### src/rtl/seg_bus_monitor.sv
// Loopback reader for a multiplexed common-anode 7-segment bus: waits for each digit's
// pattern to settle, decodes it back to hex and keeps a per-digit register file.
module seg_bus_monitor #(
    parameter int N_DIGITS      = 4,
    parameter int STABLE_CYCLES = 4
) (
    input  logic                  clk,
    input  logic                  rst,
    input  logic [6:0]            seg_n,
    input  logic [N_DIGITS-1:0]   an_n,
    output logic [4*N_DIGITS-1:0] digits,
    output logic [N_DIGITS-1:0]   valid_mask,
    output logic                  cap_valid,
    output logic [2:0]            cap_idx,
    output logic [3:0]            cap_value,
    output logic                  cap_invalid,
    output logic                  frame_done
);

    localparam int CNT_W = $clog2(STABLE_CYCLES + 1);
    localparam logic [CNT_W-1:0] CNT_ONE = CNT_W'(1);
    localparam logic [CNT_W-1:0] CNT_SAT = CNT_W'(STABLE_CYCLES);
    localparam logic [CNT_W:0]   CNT_TGT = (CNT_W + 1)'(STABLE_CYCLES);

    typedef enum logic [1:0] {
        ST_IDLE,
        ST_TRACK,
        ST_HOLD
    } state_t;

    // Returns {hit, value}; hit=0 for blank and for anything outside the hex table.
    function automatic logic [4:0] seg_decode(input logic [6:0] p);
        case (p)
            7'b0111111: seg_decode = {1'b1, 4'h0};
            7'b0000110: seg_decode = {1'b1, 4'h1};
            7'b1011011: seg_decode = {1'b1, 4'h2};
            7'b1001111: seg_decode = {1'b1, 4'h3};
            7'b1100110: seg_decode = {1'b1, 4'h4};
            7'b1101101: seg_decode = {1'b1, 4'h5};
            7'b1111101: seg_decode = {1'b1, 4'h6};
            7'b0000111: seg_decode = {1'b1, 4'h7};
            7'b1111111: seg_decode = {1'b1, 4'h8};
            7'b1101111: seg_decode = {1'b1, 4'h9};
            7'b1110111: seg_decode = {1'b1, 4'hA};
            7'b1111100: seg_decode = {1'b1, 4'hB};
            7'b0111001: seg_decode = {1'b1, 4'hC};
            7'b1011110: seg_decode = {1'b1, 4'hD};
            7'b1111001: seg_decode = {1'b1, 4'hE};
            7'b1110001: seg_decode = {1'b1, 4'hF};
            default:    seg_decode = 5'b0;
        endcase
    endfunction

    logic [6:0]            r_seg_p0;
    logic [N_DIGITS-1:0]   r_an_p0;
    state_t                r_state;
    state_t                w_state_nx;
    logic [CNT_W-1:0]      r_cnt;
    logic [CNT_W-1:0]      w_cnt_nx;
    logic [CNT_W:0]        w_cnt_inc;
    logic [6:0]            r_ref_seg;
    logic [6:0]            w_ref_seg_nx;
    logic [N_DIGITS-1:0]   r_ref_an;
    logic [N_DIGITS-1:0]   w_ref_an_nx;
    logic [N_DIGITS-1:0]   w_an_act;
    logic                  w_legal;
    logic                  w_same;
    logic                  w_start;
    logic                  w_cap;
    logic [2:0]            w_idx;
    logic [6:0]            w_p;
    logic [4:0]            w_dec;
    logic                  w_blank;
    logic [N_DIGITS-1:0]   r_seen;
    logic [N_DIGITS-1:0]   w_seen_nx;
    logic [4*N_DIGITS-1:0] r_digits;
    logic [N_DIGITS-1:0]   r_valid_mask;
    logic                  r_cap_valid;
    logic [2:0]            r_cap_idx;
    logic [3:0]            r_cap_value;
    logic                  r_cap_invalid;
    logic                  r_frame_done;

    // Stage p0: register the raw bus; reset parks it on "no anode" so tracking restarts cleanly.
    always_ff @(posedge clk) begin
        if (rst) begin
            r_seg_p0 <= '1;
            r_an_p0  <= '1;
        end else begin
            r_seg_p0 <= seg_n;
            r_an_p0  <= an_n;
        end
    end

    always_comb begin
        w_an_act = ~r_an_p0;
        w_legal  = ($countones(w_an_act) == 1);
        w_idx    = 3'd0;
        for (int i = 0; i < N_DIGITS; i++) begin
            if (w_an_act[i]) begin
                w_idx = 3'(i);
            end
        end
        w_p       = ~r_seg_p0;
        w_dec     = seg_decode(w_p);
        w_blank   = (w_p == 7'b0);
        w_seen_nx = r_seen | w_an_act;
    end

    always_comb begin
        w_state_nx   = r_state;
        w_cnt_nx     = r_cnt;
        w_ref_seg_nx = r_ref_seg;
        w_ref_an_nx  = r_ref_an;
        w_cap        = 1'b0;
        w_same       = (r_an_p0 == r_ref_an) && (r_seg_p0 == r_ref_seg);
        w_start      = (r_state == ST_IDLE) || !w_same;
        w_cnt_inc    = {1'b0, r_cnt} + (CNT_W + 1)'(1);
        if (!w_legal) begin
            w_state_nx = ST_IDLE;
            w_cnt_nx   = '0;
        end else if (w_start) begin
            w_ref_seg_nx = r_seg_p0;
            w_ref_an_nx  = r_an_p0;
            if (STABLE_CYCLES == 1) begin
                w_cap      = 1'b1;
                w_state_nx = ST_HOLD;
                w_cnt_nx   = CNT_SAT;
            end else begin
                w_state_nx = ST_TRACK;
                w_cnt_nx   = CNT_ONE;
            end
        end else if (r_state == ST_TRACK) begin
            if (w_cnt_inc >= CNT_TGT) begin
                w_cap      = 1'b1;
                w_state_nx = ST_HOLD;
                w_cnt_nx   = CNT_SAT;
            end else begin
                w_cnt_nx = w_cnt_inc[CNT_W-1:0];
            end
        end
    end

    always_ff @(posedge clk) begin
        if (rst) begin
            r_state   <= ST_IDLE;
            r_cnt     <= '0;
            r_ref_seg <= '0;
            r_ref_an  <= '0;
        end else begin
            r_state   <= w_state_nx;
            r_cnt     <= w_cnt_nx;
            r_ref_seg <= w_ref_seg_nx;
            r_ref_an  <= w_ref_an_nx;
        end
    end

    // Stage p1: capture into the register file and emit the event pulses.
    always_ff @(posedge clk) begin
        if (rst) begin
            r_digits      <= '0;
            r_valid_mask  <= '0;
            r_seen        <= '0;
            r_cap_valid   <= 1'b0;
            r_cap_invalid <= 1'b0;
            r_cap_idx     <= '0;
            r_cap_value   <= '0;
            r_frame_done  <= 1'b0;
        end else begin
            r_cap_valid   <= 1'b0;
            r_cap_invalid <= 1'b0;
            r_frame_done  <= 1'b0;
            if (w_cap) begin
                if (w_dec[4]) begin
                    for (int i = 0; i < N_DIGITS; i++) begin
                        if (w_an_act[i]) begin
                            r_digits[4*i +: 4] <= w_dec[3:0];
                        end
                    end
                    r_valid_mask <= r_valid_mask | w_an_act;
                    r_cap_valid  <= 1'b1;
                    r_cap_idx    <= w_idx;
                    r_cap_value  <= w_dec[3:0];
                end else begin
                    r_valid_mask <= r_valid_mask & ~w_an_act;
                    if (!w_blank) begin
                        r_cap_invalid <= 1'b1;
                        r_cap_idx     <= w_idx;
                    end
                end
                // The completing capture closes the frame; it does not count toward the next one.
                if (w_seen_nx == '1) begin
                    r_frame_done <= 1'b1;
                    r_seen       <= '0;
                end else begin
                    r_seen <= w_seen_nx;
                end
            end
        end
    end

    assign digits      = r_digits;
    assign valid_mask  = r_valid_mask;
    assign cap_valid   = r_cap_valid;
    assign cap_idx     = r_cap_idx;
    assign cap_value   = r_cap_value;
    assign cap_invalid = r_cap_invalid;
    assign frame_done  = r_frame_done;

endmodule

### config.mk
export PLATFORM = sky130hd
export DESIGN_NAME = seg_bus_monitor
export DESIGN_NICKNAME = d
export VERILOG_FILES = /design/src/rtl/seg_bus_monitor.sv
export SDC_FILE = /design/constraint.sdc
export NUM_CORES = 1
export LEC_CHECK = 0
export ABC_AREA = 1
export BUFFER_PORTS_ARGS = -buffer_cell sky130_fd_sc_hd__buf_2
export CORE_MARGIN = 4
export CORE_UTILIZATION = 40
export DETAILED_ROUTE_END_ITERATION = 8
export SYNTH_ARGS = -nofsm -noshare
export SYNTH_HDL_FRONTEND = slang
export SYNTH_SLANG_ARGS = --single-unit
### constraint.sdc
create_clock -name clk -period 4 [get_ports clk]
set_input_delay 0.2 -clock clk [delete_from_list [all_inputs] [get_ports clk]]
set_output_delay 0.2 -clock clk [all_outputs]
set_load 0.03 [all_outputs]
# --- Word-level counts from Yosys, hierarchy flattened ---
# Index checks and enable logic that the tools add are counted.
op_classes:
  n_lt_le_gt_ge: 1
  eq_ne: 22
  addsub: 4
  bitwise_logic: 8
  n_mux: 21
  n_reduce_logical: 20
ops:
  columns: ["cell", "n"]
  rows:
  - ["$eq 7x7->1 const B", 12]
  - ["$pmux 5 s16", 1]
  - ["$mux 3", 5]
  - ["$eq 7x3->1 const B", 2]
  - ["$eq 7x6->1 const B", 2]
  - ["$mux 1", 13]
  - ["$reduce_and 3->1", 4]
  - ["$reduce_and 2->1", 5]
  - ["$mux 4", 2]
  - ["$not 4->4", 2]
  - ["$or 4x4->4", 2]
  - ["$eq 7x7->1", 1]
  - ["$logic_not 7->1", 1]
  - ["$not 7->7", 1]
  - ["$reduce_or 3->1", 2]
  - ["$add 1x1->2", 2]
  - ["$add 3x1->4 const B", 1]
  - ["$and 4x4->4", 1]
  - ["$eq 4x4->1", 1]
  - ["$eq 4x4->1 const B", 1]
  - ["$ge 4x3->1 const B", 1]
  - ["$reduce_bool 2->1", 2]
  - ["$reduce_or 2->1", 2]
  - ["$add 2x2->3", 1]
  - ["other kinds (8)", 9]
totals:
  register_bits: 61
  output_inout_bits: 30
  in_bits: 13

# --- Longest topological paths before layout ---
depth:
  ltp_word: 8
  ltp_mapped: 14
  mapped_depth_nobuf: 12

# --- Worst setup path after synthesis ---
# Ideal clock, no wire load.
synth_path:
  kind: "reg-to-reg"
  startpoint: "register r_an_p0[0]"
  endpoint: "register r_cap_value[2], in the netlist cap_value[2]"
  stages_incl_launch_ff: 11
  setup_slack_ns: 1.527
  setup_ns: 0.069
  t_arrival_ns: 2.404
  path_cell_list: "dfxtp_1 fa_1 inv_1 ha_1 ha_1 nor3_2 inv_1 nor2_1 nand4_1 or2_2 o21ai_1"
synth_between:
  elab_chain_cells: 7
  elab_cells_between_ends: 11
  classes_between: "add/sub (2); eq/ne (2); mux (2); bitwise (1); reduce/logical (4)"
synth_rtl:
  columns: ["element", "line_no", "source"]
  rows:
  - ["start, declared", "55", "logic [N_DIGITS-1:0] r_an_p0;"]
  - ["start signal, assigned", "91", "r_an_p0 <= an_n;"]
  - ["parallel branches: the longest is 5 deep, another holds $add 2x2->3", null, null]
  - ["$mux 1 (*)", "119", "if (!w_legal) begin"]
  - ["$reduce_and 2->1 (no line) (*)", null, null]
  - ["end signal, assigned", "183", "r_cap_value <= w_dec[3:0];"]
  - ["end, declared", "80", "logic [3:0] r_cap_value;"]
# Every way passes the cells marked *.
# A chain may end at the register's enable or synchronous reset.

# --- Worst setup path after layout ---
layout_path:
  startpoint: "register r_an_p0[0]"
  endpoint: "register r_digits[6], in the netlist digits[6]"
layout_between:
  elab_chain_cells: 7
  elab_cells_between_ends: 11
  classes_between: "add/sub (2); eq/ne (2); mux (2); bitwise (1); reduce/logical (4)"
layout_rtl:
  columns: ["element", "line_no", "source"]
  rows:
  - ["parallel branches: the longest is 5 deep, another holds $add 2x2->3", null, null]
  - ["$mux 1 (*)", "119", null]
  - ["$reduce_and 3->1 (no line) (*)", null, null]
  - ["end signal, assigned by index", "177", "r_digits[4*i +: 4] <= w_dec[3:0];"]
  - ["end, declared", "76", "logic [4*N_DIGITS-1:0] r_digits;"]
# Marks and branches as above.

==> Implementation_results.wiki <==
{| class="wikitable"
! Metric !! Value
|-
| Result of the run || complete, no violations
|-
| Number of setup buffers added after CTS || 0
|-
| Count of cell types in the netlist || 35
|-
| Crit share post-route || 68.0%
|-
| H-tree depth reported by CTS || 3
|-
| Count of max-cap constraint violations || 0
|-
| Routed wirelength normalized by instance count || 12.9 um
|-
| Switching component of the power || 380 uW
|-
| Iteration-0 DRC Markers || 99
|-
| Gate count after technology mapping || 436
|-
| RSZ-0062 raised after global routing || false
|-
| Share of final-layout standard cells stronger than drive strength 1 || 24.0%
|-
| Net Count, Synth || 453
|-
| DRC viols || 0
|-
| Switch share || 26.6%
|-
| Effective utilization at floorplan || 41.9%
|-
| Synthesized flop and latch total || 60
|-
| Number of warning messages in the yosys log || 0
|-
| Critical path capture point type || flip-flop
|-
| Cell area after placement || 3330 um2
|-
| Die Y || 96.0 um
|-
| Total number of nets in the final design || 492
|-
| Signal arrival time at the worst endpoint || 2.93 ns
|-
| Placeable core region || 7410 um2
|-
| Non-filler cells, final || 579
|-
| Number of ports placed on the die boundary || 43
|-
| Startpoint type of the worst setup path || flip-flop
|-
| Latest clock arrival within the worst-skew pair || 0.34 ns
|-
| TritonCTS buffer count || 9
|-
| Type of the worst setup path || reg2reg
|-
| Via count of the first global-routing pass || 2,621
|-
| Number of iterations in the first detailed-routing pass || 4
|-
| Placed cells || 563
|-
| Part of the power in the clock network || 42.9%
|-
| Clock-pin transition on the worst setup and hold timing paths || 0.07 ns
|-
| Share of total power in combinational logic || 11.4%
|-
| Detailed-route wire length || 7450 um
|-
| First-pass GRT wire length || 12,500 um
|-
| Cells taking the most area after synthesis || dfxtp_1 39%, nand2_1 13%, inv_1 6.3%
|-
| Final global-route overflow total || 0
|-
| Top-area cell type share of the netlist area || 38.7%
|-
| Data required time of the worst path || 4.21 ns
|-
| CTS tree || built
|-
| Maximum clock frequency || 367 MHz
|-
| Port buffer count || 41
|-
| Die area || 9220 um2
|-
| Row count || 31
|-
| Combined flip-flop and latch cell area || 1200 um2
|-
| Number of antenna violations at the first check in global routing || 0
|-
| IR Drop Worst-Case VDD || 0.000225 V
|-
| Number of inserted diodes || 0
|-
| Final Instance Area || 3550 um2
|-
| Sequential share of power || 45.7%
|-
| Number of max-slew violations in the final report || 0
|-
| Setup total negative slack || 0 ns
|-
| Cell Pwr Density || 402 nW/um2
|-
| Area delta synth->final || 14.4%
|-
| Post-synthesis sequential area ratio || 38.7%
|-
| Cell area after synthesis || 3100 um2
|-
| Buffer type at the clock tree root || clkbuf_8
|-
| Die outline width || 96.0 um
|-
| Relative slew slack || 40.2%
|-
| Util after Layout || 47.9%
|-
| Library cell with the largest summed area after synthesis || dfxtp_1
|-
| Final-report setup violation count || 0
|-
| Antenna Violating Nets Remaining || 0
|-
| Via density || 4.79
|-
| Hold-fix buffer count after cts || 0
|-
| Pleak || 0.00168 uW
|-
| Average instance area after synthesis || 7.11 um2
|-
| Final Critical Period || 2.72 ns
|-
| Max clock buf depth || 2
|-
| Transition time of the tightest slew-check pin || 0.896 ns
|-
| Final HPWL DP || 5580 um
|-
| Via count || 2,772
|-
| Maximum number of pins on one net before global-route repair || 30
|-
| Sink count of the clock tree || 60
|-
| Count of filler cells inserted in the layout || 757
|-
| Internal Pwr Total || 1050 uW
|-
| Final estimated routing congestion in global placement || 0.922
|-
| Global-route total usage across every layer || 17.6%
|-
| Number of cells upsized or downsized after cts || 0
|-
| CP Max Fanout || 23
|-
| Power consumption || 1430 uW
|-
| Post-Route Skew || 0.00844 ns
|-
| Final hold violation count || 0
|-
| Area occupied by multi-input gates || 1550 um2
|-
| Tightest Hold Check Type || in2reg
|}
==> path summary, 6_finish.rpt <==
path	from	end	slack [ns]	depth (start not counted)
max	r_an_p0[0]$_SDFF_PP1_	digits[6]$_SDFFE_PP0P_	1.28	10
min	seg_n[6]	r_seg_p0[6]$_SDFF_PP1_	0.04	2
max reg2reg	r_an_p0[0]$_SDFF_PP1_	digits[6]$_SDFFE_PP0P_	1.28	10
min reg2reg	r_seen[3]$_SDFFE_PP0N_	r_seen[3]$_SDFFE_PP0N_	0.45	2
==> cells in the mapped netlist (all sizes together) <==
library cell,n
a21oi,30
nand3,21
dfxtp,60
inv,66
nor2,58
o211ai,1
nor4,1
nand3b,1
xnor2,4
nor3,7
ha,3
buf,9
clkbuf,4
o21ai,23
conb,1
o22ai,1
fa,1
clkinv,1
xor2,1
o21a,1
nand4,16
or2,12
nand2,114
==> logic make-up (layout without fill, tap and decap cells) <==
kind of cell	after synthesis	count (layout)	synth area share [%]
flops	60	60	38.7
compound gates	56	56	9.24
other cells	1	1	0.121
fa+ha+maj	4	4	1.86
buf+inv	80	124	11.3
simple gates	230	230	37.3
xor+xnor	5	5	1.41
==> critical path: stages, from the launching register on <==
cell     delay (ns)
dfxtp_1        0.38
fa_1           0.55
inv_1          0.04
ha_1           0.17
ha_1           0.29
nor3_2         0.30
nand2_2        0.18
nor2_8         0.34
nand3_2        0.20
nand2_1        0.09
a21oi_1        0.06
==> area by class of cell <==
type,instances,area share [%]
well taps,99,3.49
inverters,67,7.09
clock buffers,12,4.09
repair buffers,41,5.78
clock inverters,4,2.05
flip-flops and latches,60,33.9
multi-input cells,296,43.7
==> registers in the layout, summed over array words and instances, names as in the netlist, named ones only <==
signal,count
cap_idx,2
cap_invalid,1
cap_valid,1
cap_value,4
digits,16
frame_done,1
r_an_p0,4
r_cnt,3
r_ref_an,4
r_ref_seg,7
r_seen,4
r_seg_p0,7
r_state,2
==> through the flow <==
stage | setup slack (ns) | hold slack (ns)
floorplan | 1.53 | 0.304
global route | 1.03 | 0.0350
finish | 1.28 | 0.0395
detailed placement | 1.29 | 0.384
global placement | 1.32 | 0.381
CTS | 1.28 | 0.0228
==> per-layer routing <==
| layer | part of all wire, % | global-route usage, % | vias up |
|---|---|---|---|
| met5 | 0 | 0 | - |
| met3 | 6.2 | 5.08 | 8 |
| met4 | 1.2 | 5.69 | 0 |
| met2 | 44 | 27.3 | 76 |
| li1 | - | - | 1440 |
| met1 | 48 | 23.5 | 1248 |
==> power by group through the flow <==
stage          Clock, uW  Sequential [uW]  Combinational (uW)
2_1_floorplan          0              657                 136
3_3_place_gp           0              665                 161
3_5_place_dp           0              666                 162
4_1_cts              628              652                 164
5_1_grt              651              656                 188
6_report             613              653                 162
==> cells in the final DEF, fill, tap and decap left out, drive strengths merged <==
| cell | count |
|---|---|
| conb | 1 |
| fa | 1 |
| inv | 66 |
| nor3 | 7 |
| or2 | 12 |
| nor4 | 1 |
| dfxtp | 60 |
| nand3b | 1 |
| bufinv | 2 |
| clkinv | 2 |
| clkinvlp | 1 |
| o21ai | 23 |
| xnor2 | 4 |
| buf | 41 |
| nand3 | 21 |
| nand2 | 114 |
| a21oi | 30 |
| nand4 | 16 |
| nor2 | 58 |
| o21a | 1 |
| ha | 3 |
| clkbuf | 12 |
| o211ai | 1 |
| o22ai | 1 |
| xor2 | 1 |
No activity file was read; power rests on OpenSTA's default activity.
